## src/rtl/io_pkg.sv

```systemverilog
// Shared definitions for the board-input side of the I/O path:
// debounce defaults, the switch word type and a counter-width helper.
package io_pkg;

  localparam int unsigned DEBOUNCE_TICK_DIV_DEFAULT = 50000;
  localparam int unsigned DEBOUNCE_STABLE_DEFAULT   = 4;
  localparam int unsigned SW_SYNC_STAGES_DEFAULT    = 2;

  typedef logic [31:0] sw_word_t;

  // Bits needed to hold 0..n-1; never returns a zero width.
  function automatic int unsigned min_width(input int unsigned n);
    return (n > 1) ? $clog2(n) : 1;
  endfunction

endpackage

```

## src/rtl/sw_debounce_bit.sv

```systemverilog
// One conditioned switch bit: synchronizer chain, stability counter, level flop
// and, when SW_DEBOUNCE_EDGE_EN is defined, registered rise/fall pulses.
module sw_debounce_bit
  import io_pkg::*;
#(
  parameter int unsigned SYNC_STAGES  = SW_SYNC_STAGES_DEFAULT,
  parameter int unsigned STABLE_TICKS = DEBOUNCE_STABLE_DEFAULT
) (
  input  logic clk_i,
  input  logic rst_ni,
  input  logic sw_raw_i,
  input  logic tick_i,
  output logic sw_o,
  output logic rise_o,
  output logic fall_o
);

  localparam int unsigned     CW       = min_width(STABLE_TICKS + 1);
  localparam logic [CW-1:0]   CNT_LAST = CW'(STABLE_TICKS - 1);

  logic [SYNC_STAGES-1:0] sync_q;
  logic                   s;
  logic [CW-1:0]          cnt_q, cnt_d;
  logic                   lvl_q, lvl_d;

  always_ff @(posedge clk_i or negedge rst_ni) begin
    if (!rst_ni) sync_q <= '0;
    else         sync_q <= {sync_q[SYNC_STAGES-2:0], sw_raw_i};
  end

  assign s = sync_q[SYNC_STAGES-1];

  // Any cycle where the input agrees with the output restarts qualification.
  always_comb begin
    cnt_d = cnt_q;
    lvl_d = lvl_q;
    if (s == lvl_q) begin
      cnt_d = '0;
    end else if (tick_i) begin
      if (cnt_q == CNT_LAST) begin
        lvl_d = s;
        cnt_d = '0;
      end else begin
        cnt_d = cnt_q + 1'b1;
      end
    end
  end

  always_ff @(posedge clk_i or negedge rst_ni) begin
    if (!rst_ni) begin
      cnt_q <= '0;
      lvl_q <= 1'b0;
    end else begin
      cnt_q <= cnt_d;
      lvl_q <= lvl_d;
    end
  end

  assign sw_o = lvl_q;

`ifdef SW_DEBOUNCE_EDGE_EN
  logic rise_q, fall_q;

  always_ff @(posedge clk_i or negedge rst_ni) begin
    if (!rst_ni) begin
      rise_q <= 1'b0;
      fall_q <= 1'b0;
    end else begin
      rise_q <= lvl_d & ~lvl_q;
      fall_q <= ~lvl_d & lvl_q;
    end
  end

  assign rise_o = rise_q;
  assign fall_o = fall_q;
`else
  assign rise_o = 1'b0;
  assign fall_o = 1'b0;
`endif

endmodule

```

## src/rtl/sw_debounce.sv

```systemverilog
// Switch/key input conditioner: shared sample-tick prescaler plus WIDTH
// independent debounce bits. Edge pulses exist only with SW_DEBOUNCE_EDGE_EN.
module sw_debounce
  import io_pkg::*;
#(
  parameter int unsigned WIDTH        = $bits(sw_word_t),
  parameter int unsigned SYNC_STAGES  = SW_SYNC_STAGES_DEFAULT,
  parameter int unsigned TICK_DIV     = DEBOUNCE_TICK_DIV_DEFAULT,
  parameter int unsigned STABLE_TICKS = DEBOUNCE_STABLE_DEFAULT
) (
  input  logic             clk_i,
  input  logic             rst_ni,
  input  logic [WIDTH-1:0] sw_raw_i,
  output logic [WIDTH-1:0] sw_o,
  output logic [WIDTH-1:0] sw_rise_o,
  output logic [WIDTH-1:0] sw_fall_o
);

  localparam int unsigned   PW       = min_width(TICK_DIV);
  localparam logic [PW-1:0] PRE_LAST = PW'(TICK_DIV - 1);

  logic [PW-1:0] pre_q, pre_d;
  logic          tick;

  // With TICK_DIV = 1 the count is pinned at 0 and tick is permanently high.
  assign tick  = (pre_q == PRE_LAST);
  assign pre_d = tick ? '0 : pre_q + 1'b1;

  always_ff @(posedge clk_i or negedge rst_ni) begin
    if (!rst_ni) pre_q <= '0;
    else         pre_q <= pre_d;
  end

  for (genvar i = 0; i < WIDTH; i++) begin : g_bit
    sw_debounce_bit #(
      .SYNC_STAGES  (SYNC_STAGES),
      .STABLE_TICKS (STABLE_TICKS)
    ) u_bit (
      .clk_i    (clk_i),
      .rst_ni   (rst_ni),
      .sw_raw_i (sw_raw_i[i]),
      .tick_i   (tick),
      .sw_o     (sw_o[i]),
      .rise_o   (sw_rise_o[i]),
      .fall_o   (sw_fall_o[i])
    );
  end

endmodule

```

## config.mk

```make
export PLATFORM = sky130hd
export DESIGN_NAME = sw_debounce
export DESIGN_NICKNAME = d
export VERILOG_FILES = /design/src/rtl/io_pkg.sv /design/src/rtl/sw_debounce_bit.sv /design/src/rtl/sw_debounce.sv
export SDC_FILE = /design/constraint.sdc
export NUM_CORES = 1
export LEC_CHECK = 0
export ABC_AREA = 0
export CORE_MARGIN = 2
export CORE_UTILIZATION = 28
export CTS_CLUSTER_DIAMETER = 200
export CTS_CLUSTER_SIZE = 40
export DETAILED_ROUTE_END_ITERATION = 16
export SLEW_MARGIN = 10
export SYNTH_ARGS = -nofsm -noshare
export SYNTH_HDL_FRONTEND = slang
export SYNTH_SLANG_ARGS = --single-unit
```

## constraint.sdc

```tcl
create_clock -name clk_i -period 3.2 [get_ports clk_i]
set_clock_uncertainty 0.05 [all_clocks]
set_input_delay 0.32 -clock clk_i [delete_from_list [all_inputs] [get_ports clk_i]]
set_output_delay 0.32 -clock clk_i [all_outputs]
set_load 0.01 [all_outputs]
```

==> flow_summary_export.csv <==
group,metric,value,unit
drt,first_pass_iters,4,
clock_tree,worstSkewPairLatency,0.48,ns
setup_path,rr_startpoint,"pre_q[10]",
hold_path,hold_start,"sw_raw_i[24]",
setup_path,r2r-end,"g_bit[25].u_bit.cnt_q[0]",
timing,fmax,425,MHz
drt,via_per_inst,4.12,
timing,rsz0062_at_grt,"false",
logic_synthesis,synth_cells,797,
setup_path,worstSetupPathType,"reg2reg",
logic_synthesis,synth_top_cell_by_area,"dfrtp_1",
drt,route.vias.total,5228,
timing,final_hold_viol_count,0,
place,place_hpwl,9550,um
timing,final_max_slew_viol_count,0,
clock_tree,cts_root_buf,"clkbuf_16",
clock_tree,cts_buffers,9,
run,max-cap-violations,0,
timing,setup_viol,0,
logic_synthesis,avgSynthCellArea,11.4,um2
floorplanning,ios,130,
logic_synthesis,synth_top_cell_area_share,0.570,
clock_tree,htree_levels,1,
setup_path,crit_fanout,30,
setup_path,critPathCaptureType,"register",
timing,period_needed,2.35,ns
logic_synthesis,synth_area_leaders,"dfrtp_1, buf_4, a21oi_1",
power_and_ir_drop,irDropWorstVdd,0.305,mV
clock_tree,cts_max_path_buffers,3,
place,port_buffers,65,
floorplanning,rows,66,
grt,grt_start_max_net_pins,69,
power_and_ir_drop,power.density,415,mW/mm2
grt,overflow,0,
hold_path,hold_path_end,"g_bit[24].u_bit.sync_q[0]",
floorplanning,die_y,185,um
logic_synthesis,synth.distinct_cells,31,
place,placed_cell_area,0.00983,mm2
drt,ant_nets,0,
power_and_ir_drop,combPwrFrac,0.039,
logic_synthesis,synth_warnings,0,
drt,wl_met1,6670,um
setup_path,crit_path_start_kind,"register",
place,gp_congestion,0.713,
timing,setup-tns-final,0,ns
power_and_ir_drop,p_seq_frac,0.642,
cells_and_area,antenna_cells,0,
grt,antenna_found_initial,0,
power_and_ir_drop,leakagePower,0.00455,uW
setup_path,cp.required,3.51,ns
hold_path,worstHoldPathType,"in2reg",
drt,wl_per_cell,11.1,um
timing,min_period_over_period,0.736,
drt,wirelength,14100,um
timing,tightestPinTransition,0.505,ns
grt,grt_pass1_wl,24600,um
floorplanning,core-area,0.0323,mm2
power_and_ir_drop,intPower,3260,uW
floorplanning,die_w,185,um
drt,met3_length,528,um
power_and_ir_drop,pwr-share-clk,0.319,
cells_and_area,nets,894,
drt,initialDrtViolationCount,180,
timing,max-slew-margin-rel,0.663,
clock_tree,cts_tree,"yes",
cells_and_area,syn2layout_area_growth,10.6,%
hold_path,holdPathStages,1,
power_and_ir_drop,p_switching,925,uW
drt,drc,0,
grt,gr-usage-all-layers,0.0858,
setup_path,crit_arrival,2.66,ns
floorplanning,initial_core_util,0.283,
clock_tree,clock-sinks,208,
floorplanning,dieArea,0.0340,mm2
drt,top_layer,"met4",
run_status,status,"finished clean",
logic_synthesis,synth_area,0.00913,mm2
logic_synthesis,synth-seq-cells,208,
cells_and_area,design_area,0.0101,mm2
drt,wl_met2,6610,um
clock_tree,cts.reportedPaths.clkPinSlew,0.14,ns
setup_path,ff2ff_path_depth,5,
setup_path,r2r_slack,0.85,ns
power_and_ir_drop,p_sw_frac,0.221,
grt,grt_pass1_vias,5154,
logic_synthesis,ys_seq_area_frac,0.570,
cells_and_area,drive_gt1_frac,0.0303,
## per-stage QoR
step	worst slack, ns	power [uW]	util	hold WS, ns	std cells
after floorplan	1.49	2850	-	-0.0256	860
after global placement	0.951	2910	0.304	0.255	1257
after detailed placement	0.885	2910	0.304	0.253	1257
after CTS	0.827	4290	0.313	0.188	1268
after global routing	0.628	4400	0.313	0.181	1268
final	0.845	4180	0.313	0.207	1268
## cells in the mapped netlist
master / number
o21ai_0: 1
nor4b_4: 1
a21oi_1: 97
and4b_1: 1
and3_1: 1
nand2b_1: 32
nand4_1: 4
and2_1: 3
nor3_1: 1
nand4b_2: 1
nor2b_1: 32
mux2_1: 32
and4_1: 1
conb_1: 1
clkbuf_2: 2
ha_1: 33
nand2_1: 108
nand3b_1: 25
xnor2_1: 36
inv_1: 2
or3_1: 35
o211ai_1: 1
nand3_1: 4
o31ai_1: 1
dfrtp_1: 208
xor2_1: 8
buf_2: 7
and4bb_2: 2
nor2_1: 7
buf_4: 104
clkbuf_1: 6
## worst max-delay path, cell delays in order (launching register included)
cell	delay, ns
dfrtp_1	0.49
nor4b_4	0.36
nand4b_4	0.43
buf_4	0.40
or3_1	0.37
a21oi_1	0.14
## state kept, by name (all words and copies together), names as in the netlist
signal,flops
g_bit.u_bit.sync_q,64
g_bit.u_bit.cnt_q,96
g_bit.u_bit.sw_o,32
pre_q,16
## cell usage in the layout, fill, tap and decap left out, types with 2 or more instances in the layout
| master | netlist | layout |
|---|---|---|
| ha_1 | 33 | 33 |
| inv_1 | 2 | 2 |
| nand2b_1 | 32 | 32 |
| nor2b_1 | 32 | 32 |
| clkbuf_16 | 0 | 9 |
| buf_4 | 104 | 7 |
| nand4_1 | 4 | 4 |
| clkdlybuf4s50_1 | 0 | 64 |
| mux2_1 | 32 | 32 |
| dfrtp_1 | 208 | 208 |
| a21oi_1 | 97 | 97 |
| xnor2_1 | 36 | 36 |
| nand3b_1 | 25 | 25 |
| or3_1 | 35 | 35 |
| nand3_1 | 4 | 4 |
| buf_12 | 0 | 2 |
| nor2_1 | 7 | 7 |
| conb_1 | 1 | 64 |
| nand2_1 | 108 | 108 |
| xor2_1 | 8 | 8 |
| and2_1 | 3 | 3 |
| and4bb_2 | 2 | 2 |
## power by group through the flow
stage / Combinational [uW] / Sequential (uW) / Clock (uW)
after floorplan: 120 / 2730 / 0
after global placement: 170 / 2740 / 0
after detailed placement: 170 / 2740 / 0
after CTS: 171 / 2690 / 1430
after global routing: 192 / 2690 / 1510
final: 165 / 2690 / 1330
## worst max-delay path by stage
stage | from | end | slack (ns) | cells past startpoint
after floorplan | pre_q[11] | g_bit[13].u_bit.sw_o | 1.49 | 6
after global routing | pre_q[11] | g_bit[25].u_bit.cnt_q[0] | 0.63 | 5
after global placement | pre_q[11] | g_bit[11].u_bit.cnt_q[0] | 0.95 | 5
after detailed placement | pre_q[10] | g_bit[11].u_bit.cnt_q[0] | 0.88 | 5
after CTS | pre_q[10] | g_bit[25].u_bit.cnt_q[0] | 0.83 | 5
final | pre_q[10] | g_bit[25].u_bit.cnt_q[0] | 0.85 | 5
## kinds of logic after synthesis
| logic type | synth area share |
|---|---|
| and+or+nand+nor | 0.153 |
| DFF | 0.570 |
| buffers and inverters | 0.0938 |
| AOI/OAI and AO/OA | 0.0554 |
| xor gates and xnor gates | 0.0422 |
| adders and majority gates | 0.0452 |
| muxes | 0.0395 |
| other | 0.000411 |
## layer usage
| layer | GRT usage | up-vias |
|---|---|---|
| li1 | - | 2539 |
| met1 | 0.114 | 2592 |
| met5 | 0 | - |
| met3 | 0.0140 | 18 |
| met2 | 0.144 | 79 |
| met4 | 0.0250 | 0 |
## what timing repair did
action	4_1_cts	5_1_grt
hold endpoints to repair	64	0
hold buffers	1	0
resized for setup	0	0
setup buffers	0	0
## area by class of cell
class	instances	area (um2)
fill	3287	22200
sequential	208	5200
multi-input combinational	531	3310
timing repair buffer	75	758
tap	442	553
clock buffer	9	225
clock inverter	1	30.0
inverter	2	7.51
Note: power is estimated with default switching activity, not from simulation.
